<file path="src/rtl/switch_traffic_stats_if.sv">
// Observation and read-back bundle for the switch traffic statistics unit.
// The switch/testbench side is the master; the statistics block is the slave.
interface switch_traffic_stats_if #(
    parameter int unsigned NUM_PORTS = 4,
    parameter int unsigned CNT_WIDTH = 16,
    parameter int unsigned SEL_WIDTH = $clog2(NUM_PORTS)
);
    logic [NUM_PORTS-1:0]           valid_in;
    logic [NUM_PORTS*NUM_PORTS-1:0] target_in;
    logic [NUM_PORTS-1:0]           fifo_full;
    logic [NUM_PORTS-1:0]           valid_out;
    logic                           freeze;
    logic                           clear;
    logic                           rd_req;
    logic [SEL_WIDTH-1:0]           rd_sel;
    logic [1:0]                     rd_kind;
    logic                           rd_valid;
    logic [CNT_WIDTH-1:0]           rd_data;
    logic                           sat_flag;
    logic                           underflow_err;

    modport master (
        output valid_in, target_in, fifo_full, valid_out, freeze, clear,
               rd_req, rd_sel, rd_kind,
        input  rd_valid, rd_data, sat_flag, underflow_err
    );

    modport slave (
        input  valid_in, target_in, fifo_full, valid_out, freeze, clear,
               rd_req, rd_sel, rd_kind,
        output rd_valid, rd_data, sat_flag, underflow_err
    );
endinterface

</file>
<file path="src/rtl/switch_traffic_stats.sv">
// Per-port saturating accepted/dropped/delivered counters, global in-flight
// balance and sticky error flags, read back through a one-cycle request port.
module switch_traffic_stats #(
    parameter int unsigned NUM_PORTS = 4,
    parameter int unsigned CNT_WIDTH = 16,
    parameter int unsigned SEL_WIDTH = $clog2(NUM_PORTS)
) (
    input  logic                  clk,
    input  logic                  rst_n,
    switch_traffic_stats_if.slave bus
);
    localparam int unsigned WW = $clog2(NUM_PORTS + 1);
    localparam int unsigned SW = CNT_WIDTH + WW + 1;
    localparam int unsigned DW = CNT_WIDTH + 3;
    localparam logic [CNT_WIDTH-1:0] CMAX = '1;

    logic [CNT_WIDTH-1:0] acc_q [NUM_PORTS];
    logic [CNT_WIDTH-1:0] drp_q [NUM_PORTS];
    logic [CNT_WIDTH-1:0] dlv_q [NUM_PORTS];
    logic [CNT_WIDTH-1:0] ifl_q;
    logic                 rd_valid_q;
    logic [CNT_WIDTH-1:0] rd_data_q;
    logic                 sat_q;
    logic                 udf_q;

    logic [WW-1:0]        w_c       [NUM_PORTS];
    logic [WW-1:0]        acc_inc_c [NUM_PORTS];
    logic [WW-1:0]        drp_inc_c [NUM_PORTS];
    logic [CNT_WIDTH:0]   acc_r_c   [NUM_PORTS];
    logic [CNT_WIDTH:0]   drp_r_c   [NUM_PORTS];
    logic [CNT_WIDTH:0]   dlv_r_c   [NUM_PORTS];
    logic [DW-1:0]        acc_sum_c;
    logic [DW-1:0]        dlv_sum_c;
    logic [DW-1:0]        ifl_sum_c;
    logic [CNT_WIDTH-1:0] ifl_base_c;
    logic [CNT_WIDTH-1:0] ifl_nxt_c;
    logic                 sat_evt_c;
    logic                 udf_evt_c;
    logic [CNT_WIDTH-1:0] rd_mux_c;

    // Returns {clamped, value}; the counter sticks at all-ones.
    function automatic logic [CNT_WIDTH:0] sat_add(input logic [CNT_WIDTH-1:0] base,
                                                   input logic [WW-1:0] inc);
        logic [SW-1:0] sum;
        sum = SW'(base) + SW'(inc);
        if (sum > SW'(CMAX)) sat_add = {1'b1, CMAX};
        else                 sat_add = {1'b0, sum[CNT_WIDTH-1:0]};
    endfunction

    // Next counter values; on clear each counter restarts from this cycle's increment.
    always_comb begin
        sat_evt_c  = 1'b0;
        udf_evt_c  = 1'b0;
        acc_sum_c  = '0;
        dlv_sum_c  = '0;
        ifl_base_c = bus.clear ? '0 : ifl_q;
        for (int unsigned i = 0; i < NUM_PORTS; i++) begin
            w_c[i] = '0;
            for (int unsigned b = 0; b < NUM_PORTS; b++)
                w_c[i] = w_c[i] + WW'(bus.target_in[i*NUM_PORTS + b]);
            acc_inc_c[i] = (bus.valid_in[i] & ~bus.fifo_full[i]) ? w_c[i] : '0;
            drp_inc_c[i] = (bus.valid_in[i] &  bus.fifo_full[i]) ? w_c[i] : '0;
            acc_r_c[i] = sat_add(bus.clear ? '0 : acc_q[i], acc_inc_c[i]);
            drp_r_c[i] = sat_add(bus.clear ? '0 : drp_q[i], drp_inc_c[i]);
            dlv_r_c[i] = sat_add(bus.clear ? '0 : dlv_q[i], WW'(bus.valid_out[i]));
            sat_evt_c  = sat_evt_c | acc_r_c[i][CNT_WIDTH] | drp_r_c[i][CNT_WIDTH]
                                   | dlv_r_c[i][CNT_WIDTH];
            acc_sum_c  = acc_sum_c + DW'(acc_inc_c[i]);
            dlv_sum_c  = dlv_sum_c + DW'(bus.valid_out[i]);
        end
        // Two's-complement delta; the top bit is the sign of the new balance.
        ifl_sum_c = DW'(ifl_base_c) + acc_sum_c - dlv_sum_c;
        if (ifl_sum_c[DW-1]) begin
            ifl_nxt_c = '0;
            udf_evt_c = 1'b1;
        end else if (ifl_sum_c > DW'(CMAX)) begin
            ifl_nxt_c = CMAX;
            sat_evt_c = 1'b1;
        end else begin
            ifl_nxt_c = ifl_sum_c[CNT_WIDTH-1:0];
        end
    end

    // Read mux over pre-update values; out-of-range port selects read as zero.
    always_comb begin
        rd_mux_c = '0;
        if (bus.rd_kind == 2'd3) begin
            rd_mux_c = ifl_q;
        end else begin
            for (int unsigned i = 0; i < NUM_PORTS; i++) begin
                if (bus.rd_sel == SEL_WIDTH'(i)) begin
                    case (bus.rd_kind)
                        2'd0:    rd_mux_c = acc_q[i];
                        2'd1:    rd_mux_c = drp_q[i];
                        default: rd_mux_c = dlv_q[i];
                    endcase
                end
            end
        end
    end

    always_ff @(posedge clk or negedge rst_n) begin
        if (!rst_n) begin
            for (int unsigned i = 0; i < NUM_PORTS; i++) begin
                acc_q[i] <= '0;
                drp_q[i] <= '0;
                dlv_q[i] <= '0;
            end
            ifl_q      <= '0;
            sat_q      <= 1'b0;
            udf_q      <= 1'b0;
            rd_valid_q <= 1'b0;
            rd_data_q  <= '0;
        end else begin
            if (bus.clear || !bus.freeze) begin
                for (int unsigned i = 0; i < NUM_PORTS; i++) begin
                    acc_q[i] <= acc_r_c[i][CNT_WIDTH-1:0];
                    drp_q[i] <= drp_r_c[i][CNT_WIDTH-1:0];
                    dlv_q[i] <= dlv_r_c[i][CNT_WIDTH-1:0];
                end
                ifl_q <= ifl_nxt_c;
                sat_q <= bus.clear ? 1'b0 : (sat_q | sat_evt_c);
                udf_q <= bus.clear ? 1'b0 : (udf_q | udf_evt_c);
            end
            rd_valid_q <= bus.rd_req;
            if (bus.rd_req) rd_data_q <= rd_mux_c;
        end
    end

    assign bus.rd_valid      = rd_valid_q;
    assign bus.rd_data       = rd_data_q;
    assign bus.sat_flag      = sat_q;
    assign bus.underflow_err = udf_q;
endmodule
</file>
<file path="src/flat_wrapper.sv">
// flat-port wrapper written by rule: the top's interface ports become plain ports
module switch_traffic_stats_flat 
#(
    parameter int unsigned NUM_PORTS = 4,
    parameter int unsigned CNT_WIDTH = 16,
    parameter int unsigned SEL_WIDTH = $clog2(NUM_PORTS)
)
  (clk, rst_n, bus_valid_in, bus_target_in, bus_fifo_full, bus_valid_out, bus_freeze, bus_clear, bus_rd_req, bus_rd_sel, bus_rd_kind, bus_rd_valid, bus_rd_data, bus_sat_flag, bus_underflow_err);
  switch_traffic_stats_if #(.NUM_PORTS(NUM_PORTS), .CNT_WIDTH(CNT_WIDTH), .SEL_WIDTH(SEL_WIDTH)) bus_i ();
  input  logic clk;
  input  logic rst_n;
  input wire logic [$bits(bus_i.valid_in)-1:0] bus_valid_in;
  input wire logic [$bits(bus_i.target_in)-1:0] bus_target_in;
  input wire logic [$bits(bus_i.fifo_full)-1:0] bus_fifo_full;
  input wire logic [$bits(bus_i.valid_out)-1:0] bus_valid_out;
  input wire logic [$bits(bus_i.freeze)-1:0] bus_freeze;
  input wire logic [$bits(bus_i.clear)-1:0] bus_clear;
  input wire logic [$bits(bus_i.rd_req)-1:0] bus_rd_req;
  input wire logic [$bits(bus_i.rd_sel)-1:0] bus_rd_sel;
  input wire logic [$bits(bus_i.rd_kind)-1:0] bus_rd_kind;
  output wire logic [$bits(bus_i.rd_valid)-1:0] bus_rd_valid;
  output wire logic [$bits(bus_i.rd_data)-1:0] bus_rd_data;
  output wire logic [$bits(bus_i.sat_flag)-1:0] bus_sat_flag;
  output wire logic [$bits(bus_i.underflow_err)-1:0] bus_underflow_err;
  assign bus_i.valid_in = bus_valid_in;
  assign bus_i.target_in = bus_target_in;
  assign bus_i.fifo_full = bus_fifo_full;
  assign bus_i.valid_out = bus_valid_out;
  assign bus_i.freeze = bus_freeze;
  assign bus_i.clear = bus_clear;
  assign bus_i.rd_req = bus_rd_req;
  assign bus_i.rd_sel = bus_rd_sel;
  assign bus_i.rd_kind = bus_rd_kind;
  assign bus_rd_valid = bus_i.rd_valid;
  assign bus_rd_data = bus_i.rd_data;
  assign bus_sat_flag = bus_i.sat_flag;
  assign bus_underflow_err = bus_i.underflow_err;
  switch_traffic_stats #(.NUM_PORTS(NUM_PORTS), .CNT_WIDTH(CNT_WIDTH), .SEL_WIDTH(SEL_WIDTH)) u_core (.clk(clk), .rst_n(rst_n), .bus(bus_i));
endmodule
</file>
<file path="config.mk">
export PLATFORM = sky130hd
export DESIGN_NAME = switch_traffic_stats_flat
export DESIGN_NICKNAME = d
export VERILOG_FILES = /design/src/rtl/switch_traffic_stats_if.sv /design/src/rtl/switch_traffic_stats.sv /design/src/flat_wrapper.sv
export SDC_FILE = /design/constraint.sdc
export NUM_CORES = 1
export LEC_CHECK = 0
export BUFFER_PORTS_ARGS = -buffer_cell sky130_fd_sc_hd__buf_4
export CORE_AREA = 2 2 159 193
export DETAILED_ROUTE_END_ITERATION = 6
export DIE_AREA = 0 0 161 195
export PLACE_DENSITY = 0.72
export SLEW_MARGIN = 40
export SYNTH_ARGS = -nofsm -noshare
export SYNTH_HDL_FRONTEND = slang
export SYNTH_SLANG_ARGS = --single-unit
</file>
<file path="constraint.sdc">
create_clock -name clk -period 10.5 [get_ports clk]
set_clock_uncertainty 0.1 [all_clocks]
set_input_delay 0.525 -clock clk [delete_from_list [all_inputs] [get_ports clk]]
set_output_delay 0.525 -clock clk [all_outputs]
set_load 0.02 [all_outputs]
</file>
==> flow_summary.json <==
{
  "ir_worst_vdd_uv": 233,
  "weighted_congestion_at_the_end_of_routability_driven_global_placement": 0.958,
  "clkSinkCount": 227,
  "synth.yosys.warnings": 0,
  "timing.critical_path.mode_cell": "sky130_fd_sc_hd__fa_1",
  "die_area_sq_um": 31400,
  "setup_viol_count_final": 0,
  "yosys.cell_types.count": 77,
  "crit_share_post_route_pct": 61.8,
  "synthesis.area_per_instance_sq_um": 8.40,
  "number_of_global_route_vias_before_repair": 14400,
  "overflow": 0,
  "start_kind": "input pin",
  "cp.depth": 22,
  "cp_data_required_time_ns": 10.79,
  "chipHeight_um": 195,
  "die_w_um": 161,
  "initial_core_util_pct": 55.6,
  "cts_buffers": 25,
  "crit_path_start": "bus_target_in[4]",
  "number_of_antenna_violations_at_the_first_check_in_global_routing": 0,
  "cts-htree-levels": 1,
  "worst-r2r-setup-slack_ns": 4.97,
  "fillCellCount": 2590,
  "globalRouteTotalUtil_pct": 30.9,
  "crit_arrival_ns": 6.77,
  "period_needed_ns": 6.48,
  "synth-edff-count": 0,
  "timing.critical_path.fanout_max": 17,
  "dr.first_iter.drc_count": 1453,
  "avg_vias_per_cell": 6.50,
  "crit_type": "in2reg",
  "layout_common_cells": "245 x sky130_fd_sc_hd__nor2_1, 227 x sky130_fd_sc_hd__dfrtp_1, 190 x sky130_fd_sc_hd__a21oi_1",
  "clockBufferDepth": 3,
  "worst_slew_margin_rel_pct": 41.8,
  "cellLeakagePower_nw": 8.12,
  "synth_flop_cell": "sky130_fd_sc_hd__dfrtp_1",
  "synthArstFlopShare_pct": 100,
  "syn_nets": 2082,
  "hp-start": "bus_rd_req",
  "setup_total_negative_slack_ns": 0,
  "maxCapViolations": 0,
  "tritoncts_clock_tree": "done",
  "critical_path_buf_inv_count": 3,
  "worst-slew-pin-transition_ns": 0.874,
  "outcome": "complete, no violations",
  "synth_cells": 1945,
  "layout.cells.most_common": "sky130_fd_sc_hd__nor2_1",
  "crit_path_top_delay_cell": "sky130_fd_sc_hd__fa_1",
  "ctsRootBufferMaster": "sky130_fd_sc_hd__clkbuf_16",
  "worstPathCellList": "buf_4 -> ha_1 -> inv_1 -> fa_1 -> inv_1 -> ha_1 -> and3b_1 -> xor2_1 -> ha_1 -> a21oi_1 -> xnor2_1 -> fa_1 -> fa_1 -> fa_1 -> fa_1 -> a211oi_2 -> o21ai_1 -> a311o_1 -> a2111oi_2 -> mux2i_4 -> a2111oi_4 -> o21ai_1",
  "std_cell_rows": 69,
  "holdCritPathClass": "in2reg",
  "rr_worst_depth": 16,
  "worstSkewPairLatency_ns": 0.52,
  "post_dp_hpwl_um": 33700,
  "end_kind": "register",
  "critPathTopFamily": "adder cells",
  "worst_r2r_startpoint": "u_core.ifl_q[0]",
  "final-hold-violation-count": 0,
  "worstReg2RegEnd": "u_core.ifl_q[10]",
  "crit_path_max_incr_delay_ns": 0.55,
  "coreArea_sq_um": 29400,
  "place.port_buffers": 55,
  "drv_slew": 0,
  "design_power_total_w": 0.00280,
  "clk_transition_reported_paths_ns": 0.06,
  "mappedNetlistArea_sq_um": 16300,
  "vias": 15200,
  "synth_seq_cells": 227,
  "antenna-diode-count": 0,
  "rsz0062_at_grt": "no",
  "firstDrtPassIters": 5,
  "boundaryPins": 56,
  "nNetsFinal": 2066,
  "avgRoutedWirePerCell_um": 20.8,
  "synth_seq_area_share_pct": 34.8,
  "critical_path.endpoint": "u_core.ifl_q[10]",
  "drt_drc_violations_left": 0,
  "timing.fmax_ghz": 0.154,
  "power.density_nw_per_um2": 158,
  "area_growth_from_synthesis_to_layout_pct": 8.76,
  "grt_max_degree": 97,
  "grt_pass1_wl_um": 78400,
  "detail_route.wirelength_um": 48500,
  "antenna_left": 0,
  "fraction_of_layout_cells_with_a_size_suffix_above_1_pct": 8.84,
  "cts.repair.resized": 0
}
## cell families (layout without fill, tap and decap cells)
kind of cell	after synthesis	after routing	share of synthesized area (%)
compound gates	546	546	21.0
flops	227	227	34.8
buf+inv	193	194	4.64
fa+ha+maj	103	103	8.77
xor+xnor	29	29	1.56
mux	86	86	6.27
simple gates	761	761	23.0
## where the power goes
part	total, W	switching [W]	leakage (nW)	internal (W)
combinational	0.000925	0.000555	4.67	0.000370
clock	0.000873	0.000371	0.382	0.000502
sequential	0.00101	0.0000629	3.06	0.000943
total	0.00280	0.000989	8.12	0.00181
## routing by layer
| layer | track usage, % | share of wire (%) | vias up |
|---|---|---|---|
| li1 | - | - | 7014 |
| met1 | 42.0 | 42 | 7460 |
| met2 | 51.2 | 48 | 603 |
| met3 | 4.06 | 7.1 | 102 |
| met4 | 10.7 | 3.7 | 0 |
| met5 | 0 | 0 | - |
## flip-flops by register name (all words and copies together), names as in the netlist
register and cells:
u_core.acc_q 64, u_core.bus.rd_data 16, u_core.bus.rd_valid 1, u_core.bus.sat_flag 1, u_core.bus.underflow_err 1, u_core.dlv_q 64
u_core.drp_q 64, u_core.ifl_q 16
## worst reg2reg max path: stages (launching register included)
cell and delay, ns:
sky130_fd_sc_hd__dfrtp_1 0.39, sky130_fd_sc_hd__nor2b_1 0.23, sky130_fd_sc_hd__fa_1 0.46, sky130_fd_sc_hd__fa_1 0.49, sky130_fd_sc_hd__inv_1 0.05, sky130_fd_sc_hd__fa_1 0.38, sky130_fd_sc_hd__inv_1 0.09, sky130_fd_sc_hd__fa_1 0.43
sky130_fd_sc_hd__ha_1 0.25, sky130_fd_sc_hd__fa_1 0.45, sky130_fd_sc_hd__a211oi_2 0.30, sky130_fd_sc_hd__o21ai_1 0.21, sky130_fd_sc_hd__a311o_1 0.42, sky130_fd_sc_hd__a2111oi_2 0.41, sky130_fd_sc_hd__mux2i_4 0.26, sky130_fd_sc_hd__a2111oi_4 0.39
sky130_fd_sc_hd__o21ai_1 0.09
## synth_stat cells, drive strengths merged, types with 15 or more instances
cell / instances / share of area, %
a21oi: 190 / 5.8
dfrtp: 227 / 35
mux2: 17 / 1.2
inv: 78 / 1.8
o22ai: 19 / 0.73
mux2i: 58 / 3.6
nand2: 156 / 3.6
a21o: 18 / 0.83
nand3: 75 / 2.3
buf: 39 / 1.1
o21a: 17 / 0.78
o21ai: 111 / 3.4
nand4: 34 / 1.3
fa: 20 / 2.5
a22oi: 30 / 1.4
and3: 35 / 1.3
nor2: 247 / 5.7
a211oi: 16 / 0.84
o22a: 26 / 1.4
nor2b: 55 / 2.1
nand2b: 15 / 0.59
xnor2: 15 / 0.80
a31oi: 44 / 1.7
ha: 80 / 6.1
nor3: 47 / 1.5
clkbuf: 76 / 1.7
and2: 16 / 0.61
## layout make-up
cell class,count,area [sq um],area share (%)
multi-input cells,1525,9930,55.9
well taps,390,488,2.75
clock buffers,37,691,3.89
repair buffers,72,594,3.35
clock inverters,7,85.1,0.479
inverters,78,293,1.65
flip-flops and latches,227,5680,32.0
## metrics by stage
stage                     utilization [%]  setup slack, ns  std cells  area (sq um)  hold WS [ns]
final                                60.5             4.02       2336         17800         0.216
after global placement               57.5             3.57       2289         16900         0.369
after detailed placement             57.6             3.51       2289         16900         0.377
after global routing                 60.5             3.70       2336         17800         0.212
after floorplan                         -             4.17       1945         16300         0.129
after CTS                            60.3             4.03       2334         17700         0.196
## worst min path at each step
stage          depth (start not counted)  slack [ns]                  end
3_5_place_dp                           2        0.38     u_core.dlv_q[48]
6_report                               1        0.22  u_core.bus.rd_valid
4_1_cts                                1        0.20  u_core.bus.rd_valid
2_1_floorplan                          0        0.13      u_core.acc_q[0]
3_3_place_gp                           2        0.37     u_core.acc_q[16]
5_1_grt                                1        0.21  u_core.bus.rd_valid
## timing repair
action                                  CTS  global route
hold buffers                              1             0
endpoints found under the setup margin    0             0
buffers inserted                          0             0
endpoints found under the hold margin    94             0
Power figures use the tool's default switching activity.
